**src/rtl/gerenciador_de_acesso.sv**
```systemverilog
// -----------------------------------------------------------------------------
// gerenciador_de_acesso
//
// Purpose
//   Arbitrates one shared resource between two request interfaces, driven by
//   the result of an external two-interface priority comparator. The winner is
//   granted the resource until it releases it or a session timeout expires.
//   The loser is parked in a one-entry pending slot. After the session ends and
//   one DRAIN cycle has passed, the parked user is served automatically.
//
// Parameters
//   TIMEOUT_CYCLES  maximum number of cycles a grant is held without release (>= 2)
//   CNT_W           width of the session counter; must hold TIMEOUT_CYCLES-1
//
// Optional feature macro
//   GRANT_COUNT_EN  when defined, adds grant_cnt0/grant_cnt1. These are 16-bit
//                   saturating counts of the sessions started per interface.
//
// Ports
//   clk            in   system clock, rising edge
//   rst_n          in   asynchronous reset, active low
//   req0, req1     in   level requests from interface 0 / 1
//   user0_code     in   user code on interface 0 (3'b000 = no user)
//   user1_code     in   user code on interface 1
//   prio_sel       in   comparator result: 10 if0 wins, 01 if1 wins, 11 tie, 00 none
//   loser_code     in   comparator's lower-priority user code
//   release_i      in   active session ends this cycle
//   grant0/grant1  out  resource granted to interface 0 / 1 (never both)
//   busy           out  grant0 | grant1
//   active_code    out  code of the granted user, 3'b000 when not granted
//   pending_valid  out  pending slot occupied
//   pending_code   out  parked user code, 3'b000 when empty
//   timeout        out  one-cycle pulse when a session is cut by timeout
//   error          out  one-cycle pulse when both request with prio_sel == 00
//   grant_cnt0/1   out  (GRANT_COUNT_EN only) sessions started per interface
// -----------------------------------------------------------------------------
module gerenciador_de_acesso #(
    parameter int TIMEOUT_CYCLES = 255,
    parameter int CNT_W          = 8
) (
    input  logic        clk,
    input  logic        rst_n,
    input  logic        req0,
    input  logic        req1,
    input  logic [2:0]  user0_code,
    input  logic [2:0]  user1_code,
    input  logic [1:0]  prio_sel,
    input  logic [2:0]  loser_code,
    input  logic        release_i,
    output logic        grant0,
    output logic        grant1,
    output logic        busy,
    output logic [2:0]  active_code,
    output logic        pending_valid,
    output logic [2:0]  pending_code,
    output logic        timeout,
`ifdef GRANT_COUNT_EN
    output logic [15:0] grant_cnt0,
    output logic [15:0] grant_cnt1,
`endif
    output logic        error
);

    typedef enum logic [1:0] {
        ST_IDLE   = 2'd0,
        ST_GRANT0 = 2'd1,
        ST_GRANT1 = 2'd2,
        ST_DRAIN  = 2'd3
    } state_t;

    localparam logic [CNT_W-1:0] CNT_LAST = CNT_W'(TIMEOUT_CYCLES - 1);
    localparam logic [CNT_W-1:0] CNT_ONE  = CNT_W'(1);

    state_t           state_q, state_d;
    logic [CNT_W-1:0] cnt_q, cnt_d;
    logic [2:0]       active_code_q, active_code_d;
    logic             pend_valid_q, pend_valid_d;
    logic [2:0]       pend_code_q, pend_code_d;
    logic             pend_iface_q, pend_iface_d;   // 0: parked on if0, 1: parked on if1
    logic             timeout_q, timeout_d;
    logic             error_q, error_d;

    // Signals of the interface that does not hold the grant.
    logic             other_req;
    logic [2:0]       other_code;

    always_comb begin
        other_req  = (state_q == ST_GRANT0) ? req1 : req0;
        other_code = (state_q == ST_GRANT0) ? user1_code : user0_code;
    end

    // ------------------------------------------------------------------
    // Next-state and output logic
    // ------------------------------------------------------------------
    always_comb begin
        state_d       = state_q;
        cnt_d         = cnt_q;
        active_code_d = active_code_q;
        pend_valid_d  = pend_valid_q;
        pend_code_d   = pend_code_q;
        pend_iface_d  = pend_iface_q;
        timeout_d     = 1'b0;
        error_d       = 1'b0;

        case (state_q)
            ST_IDLE: begin
                cnt_d         = '0;
                active_code_d = 3'b000;
                if (req0 && !req1) begin
                    // prio_sel is meaningless with a single requester.
                    state_d       = ST_GRANT0;
                    active_code_d = user0_code;
                end else if (req1 && !req0) begin
                    state_d       = ST_GRANT1;
                    active_code_d = user1_code;
                end else if (req0 && req1) begin
                    case (prio_sel)
                        2'b10: begin
                            state_d       = ST_GRANT0;
                            active_code_d = user0_code;
                            pend_valid_d  = 1'b1;
                            pend_code_d   = loser_code;
                            pend_iface_d  = 1'b1;
                        end
                        2'b01: begin
                            state_d       = ST_GRANT1;
                            active_code_d = user1_code;
                            pend_valid_d  = 1'b1;
                            pend_code_d   = loser_code;
                            pend_iface_d  = 1'b0;
                        end
                        2'b11: begin
                            // Tie: if0 wins. The comparator's loser output is
                            // not trusted on a tie, so park if1's own code.
                            state_d       = ST_GRANT0;
                            active_code_d = user0_code;
                            pend_valid_d  = 1'b1;
                            pend_code_d   = user1_code;
                            pend_iface_d  = 1'b1;
                        end
                        default: begin
                            error_d = 1'b1;
                        end
                    endcase
                end
            end

            ST_GRANT0, ST_GRANT1: begin
                // The non-granted side may queue up, even in the session's last cycle.
                if (!pend_valid_q && other_req) begin
                    pend_valid_d = 1'b1;
                    pend_code_d  = other_code;
                    pend_iface_d = (state_q == ST_GRANT0);
                end
                if (release_i) begin
                    // Release takes precedence over a timeout in the same cycle.
                    state_d       = ST_DRAIN;
                    cnt_d         = '0;
                    active_code_d = 3'b000;
                end else if (cnt_q == CNT_LAST) begin
                    state_d       = ST_DRAIN;
                    cnt_d         = '0;
                    active_code_d = 3'b000;
                    timeout_d     = 1'b1;
                end else begin
                    cnt_d = cnt_q + CNT_ONE;
                end
            end

            ST_DRAIN: begin
                cnt_d = '0;
                if (pend_valid_q) begin
                    state_d       = pend_iface_q ? ST_GRANT1 : ST_GRANT0;
                    active_code_d = pend_code_q;
                    pend_valid_d  = 1'b0;
                    pend_code_d   = 3'b000;
                    pend_iface_d  = 1'b0;
                end else begin
                    state_d       = ST_IDLE;
                    active_code_d = 3'b000;
                end
            end

            default: begin
                state_d = ST_IDLE;
            end
        endcase
    end

    always_ff @(posedge clk or negedge rst_n) begin
        if (!rst_n) begin
            state_q       <= ST_IDLE;
            cnt_q         <= '0;
            active_code_q <= 3'b000;
            pend_valid_q  <= 1'b0;
            pend_code_q   <= 3'b000;
            pend_iface_q  <= 1'b0;
            timeout_q     <= 1'b0;
            error_q       <= 1'b0;
        end else begin
            state_q       <= state_d;
            cnt_q         <= cnt_d;
            active_code_q <= active_code_d;
            pend_valid_q  <= pend_valid_d;
            pend_code_q   <= pend_code_d;
            pend_iface_q  <= pend_iface_d;
            timeout_q     <= timeout_d;
            error_q       <= error_d;
        end
    end

`ifdef GRANT_COUNT_EN
    logic [15:0] gcnt0_q, gcnt0_d;
    logic [15:0] gcnt1_q, gcnt1_d;

    // A session starts when the next state enters a GRANT state from outside it.
    always_comb begin
        gcnt0_d = gcnt0_q;
        gcnt1_d = gcnt1_q;
        if (state_d == ST_GRANT0 && state_q != ST_GRANT0 && gcnt0_q != 16'hFFFF) begin
            gcnt0_d = gcnt0_q + 16'd1;
        end
        if (state_d == ST_GRANT1 && state_q != ST_GRANT1 && gcnt1_q != 16'hFFFF) begin
            gcnt1_d = gcnt1_q + 16'd1;
        end
    end

    always_ff @(posedge clk or negedge rst_n) begin
        if (!rst_n) begin
            gcnt0_q <= 16'd0;
            gcnt1_q <= 16'd0;
        end else begin
            gcnt0_q <= gcnt0_d;
            gcnt1_q <= gcnt1_d;
        end
    end

    assign grant_cnt0 = gcnt0_q;
    assign grant_cnt1 = gcnt1_q;
`endif

    // Every output is a decode of, or a copy of, a flop.
    assign grant0        = (state_q == ST_GRANT0);
    assign grant1        = (state_q == ST_GRANT1);
    assign busy          = (state_q == ST_GRANT0) || (state_q == ST_GRANT1);
    assign active_code   = active_code_q;
    assign pending_valid = pend_valid_q;
    assign pending_code  = pend_code_q;
    assign timeout       = timeout_q;
    assign error         = error_q;

endmodule

```
**config.mk**
```make
export PLATFORM = sky130hd
export DESIGN_NAME = gerenciador_de_acesso
export DESIGN_NICKNAME = d
export VERILOG_FILES = /design/src/rtl/gerenciador_de_acesso.sv
export SDC_FILE = /design/constraint.sdc
export NUM_CORES = 1
export LEC_CHECK = 0
export CORE_MARGIN = 8
export CORE_UTILIZATION = 46
export CTS_CLUSTER_DIAMETER = 60
export CTS_CLUSTER_SIZE = 30
export DETAILED_ROUTE_END_ITERATION = 6
export MAX_ROUTING_LAYER = met4
export PLACE_DENSITY = 0.75
export SLEW_MARGIN = 0
export SYNTH_ARGS = -nofsm -noshare
export SYNTH_HDL_FRONTEND = slang
export SYNTH_SLANG_ARGS = --single-unit
```
**constraint.sdc**
```tcl
create_clock -name clk -period 1.8 [get_ports clk]
set_clock_uncertainty 0.05 [all_clocks]
set_input_delay 0.36 -clock clk [delete_from_list [all_inputs] [get_ports clk]]
set_output_delay 0.36 -clock clk [all_outputs]
set_load 0.02 [all_outputs]
```
=== Word-level counts from Yosys, hierarchy flattened ===
Cells that the tools add are included.

* Register bits: 20
* Bits in latches: 0
* Bits in writable memories: 0
* Bits in read-only memories: 0
* Input bits: 16
* Memories: 0

* $add $sub $neg: 1
* Multiply operators: 0
* Div/mod/pow operators: 0
* Magnitude comparators: 0
* Equal/unequal tests: 18
* Shifts and indexed selects: 0
* Muxes and demuxes: 50
* Bitwise operators: 0
* Reductions and logical operators: 18

{| class="wikitable"
|+ Operators by type and width
! kind !! number
|-
| $mux 3 || 12
|-
| $mux 1 || 19
|-
| $pmux 3 s3 || 2
|-
| $mux 8 || 2
|-
| $pmux 8 s2 || 1
|-
| $mux 2 || 7
|-
| $ne 2x2->1 const B || 6
|-
| $pmux 3 s2 || 2
|-
| $reduce_and 6->1 || 2
|-
| $add 8x1->8 const B || 1
|-
| $eq 2x2->1 const B || 4
|-
| $eq 8x8->1 const B || 1
|-
| $reduce_or 2->1 || 4
|-
| $ne 3x2->1 const B || 2
|-
| $pmux 1 s3 || 2
|-
| $pmux 2 s3 || 1
|-
| $ne 5x4->1 const B || 1
|-
| $reduce_and 5->1 || 1
|-
| $eq 2x1->1 const B || 2
|-
| $logic_and 1x1->1 || 4
|-
| $ne 4x4->1 const B || 1
|-
| $pmux 2 s2 || 1
|-
| $logic_not 1->1 || 3
|-
| $ne 3x3->1 const B || 1
|-
| 5 further kinds || 5
|}

=== Logic depth before layout (Yosys ltp) ===
* Depth after elaboration: 7
* Depth in mapped cells: 7

=== Least setup slack after synthesis ===
No wires, ideal clock.

* Path type: reg-to-reg
* Start: register state_q[1]
* End: register pend_code_q[0], in the netlist pending_code[0]
* Setup time: 0.128 ns
* Arrival time: 1.683 ns
* Data required time: 1.622 ns
* Path slack: -0.061 ns
* Stages on the path, launching flop included: 8
* Path buffers: 1
* Clock period less this slack: 1.861 ns
* Path through: dfrtp_1 > inv_1 > ha_1 > buf_2 > mux2i_1 > o21ai_2 > nand3_2 > mux2_1

* Longest elaborated chain between the ends: 5
* Elaborated cells on any way between the ends: 17
* Classes of those cells: eq/ne (9); mux (4); reduce/logical (4)

{| class="wikitable"
|+ Ends and longest elaborated chain
! element !! RTL line !! RTL
|-
| from (decl) || 74 || <nowiki>state_t state_q, state_d;</nowiki>
|-
| from (signal assigned) || 201 || <nowiki>state_q <= state_d;</nowiki>
|-
| $eq 2x1->1 * || -- ||
|-
| named net grant0 || 50 || <nowiki>output logic grant0,</nowiki>
|-
| $mux 1 || 88 || <nowiki>other_req = (state_q == ST_GRANT0) ? req1 : req0;</nowiki>
|-
| $logic_and 1x1->1 || 150 || <nowiki>if (!pend_valid_q && other_req) begin</nowiki>
|-
| $ne 2x2->1 (no source line) || -- ||
|-
| $reduce_and 6->1 (no source line) || -- ||
|-
| to (signal assigned) || 205 || <nowiki>pend_code_q <= pend_code_d;</nowiki>
|-
| to (decl) || 78 || <nowiki>logic [2:0] pend_code_q, pend_code_d;</nowiki>
|}

Mark *: on every way through the listed nets, which the timed path passes. The rest lies on a longest branch. The select of a mux whose other input is x is not followed.
A chain may end at the register's enable or synchronous reset.

=== Worst setup path in the final report ===
* Start: register state_q[1]
* End: output port grant1

* Longest elaborated chain between the ends: 1

{| class="wikitable"
|+ Ends and longest elaborated chain
! element !! RTL line !! RTL
|-
| $eq 2x2->1 || 244 || <nowiki>assign grant1 = (state_q == ST_GRANT1);</nowiki>
|-
| to (decl) || 51 || <nowiki>output logic grant1,</nowiki>
|}

No other way between the ends.

==> flow_metrics.tcl <==
set metrics [dict create \
    first_global_vias 1317 \
    cts-root-buf "clkbuf_4" \
    gp_congestion 0.813 \
    cts_setup_buffers 0 \
    start_util_pct 46.8 \
    clk_latency_ns 0.30 \
    clock_path_buffers 2 \
    drive_gt1_share_pct 24.7 \
    hold_viol 0 \
    yosysWarnings 0 \
    r2r-start "state_q[1]" \
    worstHoldPathType "in2async" \
    worst_slack_ns 0.0680 \
    dpl.hpwl_um 2760 \
    finalCritPeriodShare_pct 96.2 \
    ys_ff_latch 20 \
    overflow 0 \
    cts_sinks 20 \
    postSynthCellCount 150 \
    drcViolationCount 0 \
    dr.pass1.iters 4 \
    nNetsFinal 231 \
    p_leak_nw 0.881 \
    row_count 20 \
    viasPerCell 5.29 \
    drt_iter0_drc 43 \
    cts_buffers 3 \
    rsz0062_at_grt "no" \
    postRouteWirelength_um 3270 \
    syn_area_um2 1390 \
    holdWs_ns 0.330 \
    finalMaxSlewViolations 0 \
    grt_pass1_wl_um 5750 \
    design.core.area_um2 2980 \
    required_ns 1.39 \
    rr_worst_depth 6 \
    area_growth_pct 35.3 \
    grt_util_all_layers_pct 14.1 \
    dr_total_vias 1222 \
    status "finished clean" \
    multiInputGateArea_um2 860 \
    die_w_um 71.0 \
    postRouteAntennaNets 0 \
    die_y_um 71.0 \
    io_buffers 27 \
    pwr_density_cell_nw_per_um2 1360 \
    path_max_fanout 2 \
    routedWlPerCell_um 14.2 \
    postCtsHoldBufs 0 \
    finalCriticalPeriod_ns 1.73 \
    antenna_found_initial 0 \
    num_antenna_cells 0 \
    fill_cells 257 \
    ys_seq_area_share_pct 35.9 \
    relSlewSlack_pct 80.4 \
    clkTransAtPathRegs_ns 0.12 \
    end_kind "output pin" \
    avgSynthCellArea_um2 9.28 \
    cts_tree "yes" \
    preCtsSetupSlack_ns -0.595 \
    vdd_drop_max_mv 0.500 \
    clock.fmax_mhz 577 \
    reg2reg_setup_slack_ns 0.09 \
    finalSetupViolCount 0 \
    reg2reg_to "state_q[0]" \
    ff_latch_area_um2 500 \
    ys_types 31 \
    htree_levels 1 \
    synth_nets 182 \
    grt_max_degree 21 \
    ios 28 \
    worst_pin_slew_ns 0.292 \
    critical_path_class "reg2out" \
    worstSetupStartpointType "register" \
    critPathArrivalTime_ns 1.32 \
    drv_cap 0 \
    dieArea_um2 5040 \
]
==> layer usage <==
| layer | global-route usage (%) | wire [µm] | vias to the layer above |
|---|---|---|---|
| li1 | - | - | 616 |
| met1 | 14.6 | 1390 | 582 |
| met2 | 27.1 | 1790 | 22 |
| met3 | 1.13 | 74 | 2 |
| met4 | 4.85 | 23 | 0 |
| met5 | - | 0 | - |
==> cells by family after synthesis <==
logic type               after synthesis  synth area share [%]
AO/OA/AOI/OAI                         28                  13.3
XOR/XNOR                               6                  3.77
adder cells (fa/ha/maj)               16                  14.4
buffers and inverters                 12                  3.41
flip-flops                            20                  35.9
multiplexers                          13                  10.3
AND/OR/NAND/NOR                       55                  18.9
==> stage by stage <==
step	util, %	setup TNS (ns)	std cells	power (mW)	cell area (µm²)
after detailed placement	62.1	-5.51	227	2.33	1850
after global placement	62.1	-4.63	227	2.28	1850
after global routing	63.3	0	231	2.75	1880
after floorplan	-	-0.0128	150	1.68	1400
final	63.3	0	231	2.56	1880
after CTS	63.2	0	231	2.58	1880
==> final cells by class <==
class                   count  area share [%]
multi-input cells         118            45.6
repair buffers             48            22.1
well taps                  33            2.19
flip-flops and latches     20            26.6
inverters                   8            1.59
clock buffers               4            1.93
==> what timing repair did <==
action                     4_1_cts  5_1_grt
setup endpoints to repair       14        7
resized for setup               18        5
pin swaps                        1        1
==> state kept, by name, indices dropped and copies added (netlist names) <==
register       flops
cnt_q              8
active_code        3
pending_valid      1
state_q            2
error              1
pending_code       3
pend_iface_q       1
timeout            1
==> layout by cell type (no fill, tap or decap), types with 2 or more instances in the layout <==
master	netlist	final
nand3_1	5	5
o21ba_2	2	2
dfrtp_1	20	20
a21oi_1	5	4
mux2_4	1	2
inv_2	0	2
clkdlybuf4s15_1	0	3
o221ai_1	3	3
o21ai_0	10	10
mux2_1	3	2
buf_4	0	21
clkbuf_4	0	3
nand4_1	2	2
nand3_2	2	2
inv_1	8	6
clkdlybuf4s50_1	0	19
dlygate4sd2_1	0	2
ha_1	16	14
o21ai_2	2	2
mux2i_1	5	5
ha_2	0	2
nand2b_1	3	3
xor2_1	5	5
mux2_2	4	4
a31oi_1	4	4
nand2_1	19	19
nor2_1	18	17
==> synth_stat cells <==
library cell,instances,area (µm²)
clkbuf_1,2,7.51
mux2_1,3,33.8
a21oi_1,5,25.0
or3b_2,1,8.76
nor3_1,1,5.00
o221ai_1,3,26.3
xor2_1,5,43.8
and4_1,1,8.76
a311o_1,1,10.0
a31oi_1,4,25.0
nand3_1,5,25.0
nand4_1,2,12.5
o21ba_2,2,20.0
o21ai_0,10,50.1
or3b_4,1,11.3
mux2_2,4,45.0
nor2_1,18,67.6
nand2_1,19,71.3
xnor2_1,1,8.76
dfrtp_1,20,500
inv_1,8,30.0
mux2i_1,5,50.1
ha_1,16,200
mux2_4,1,15.0
nand3b_1,1,7.51
buf_2,2,10.0
nand2b_1,3,18.8
and3_1,1,6.26
o21ai_2,2,17.5
nand3_2,2,20.0
a41o_2,1,11.3
==> power breakdown <==
group / internal (mW) / switching (mW) / leakage [nW] / total, mW
Sequential: 0.579 / 0.107 / 0.261 / 0.686
Clock: 0.123 / 0.136 / 0.0210 / 0.259
Combinational: 0.809 / 0.804 / 0.600 / 1.61
Total: 1.51 / 1.05 / 0.881 / 2.56
==> worst max path at each step <==
stage,start,endpoint,slack (ns),depth (start not counted)
4_1_cts,req0,pending_code[1],0.02,7
6_report,state_q[1],grant1,0.07,3
3_3_place_gp,req0,pending_code[2],-0.52,7
3_5_place_dp,req0,pending_code[2],-0.59,7
5_1_grt,state_q[1],active_code[0],0.003,7
2_1_floorplan,state_q[1],pending_code[0],-0.004,7
==> critical path, cell delays in order, from the launching register on <==
cell             delay [ns]
dfrtp_1                0.43
buf_4                  0.15
ha_1                   0.16
clkdlybuf4s15_1        0.29
No activity file was read; power rests on OpenSTA's default activity.
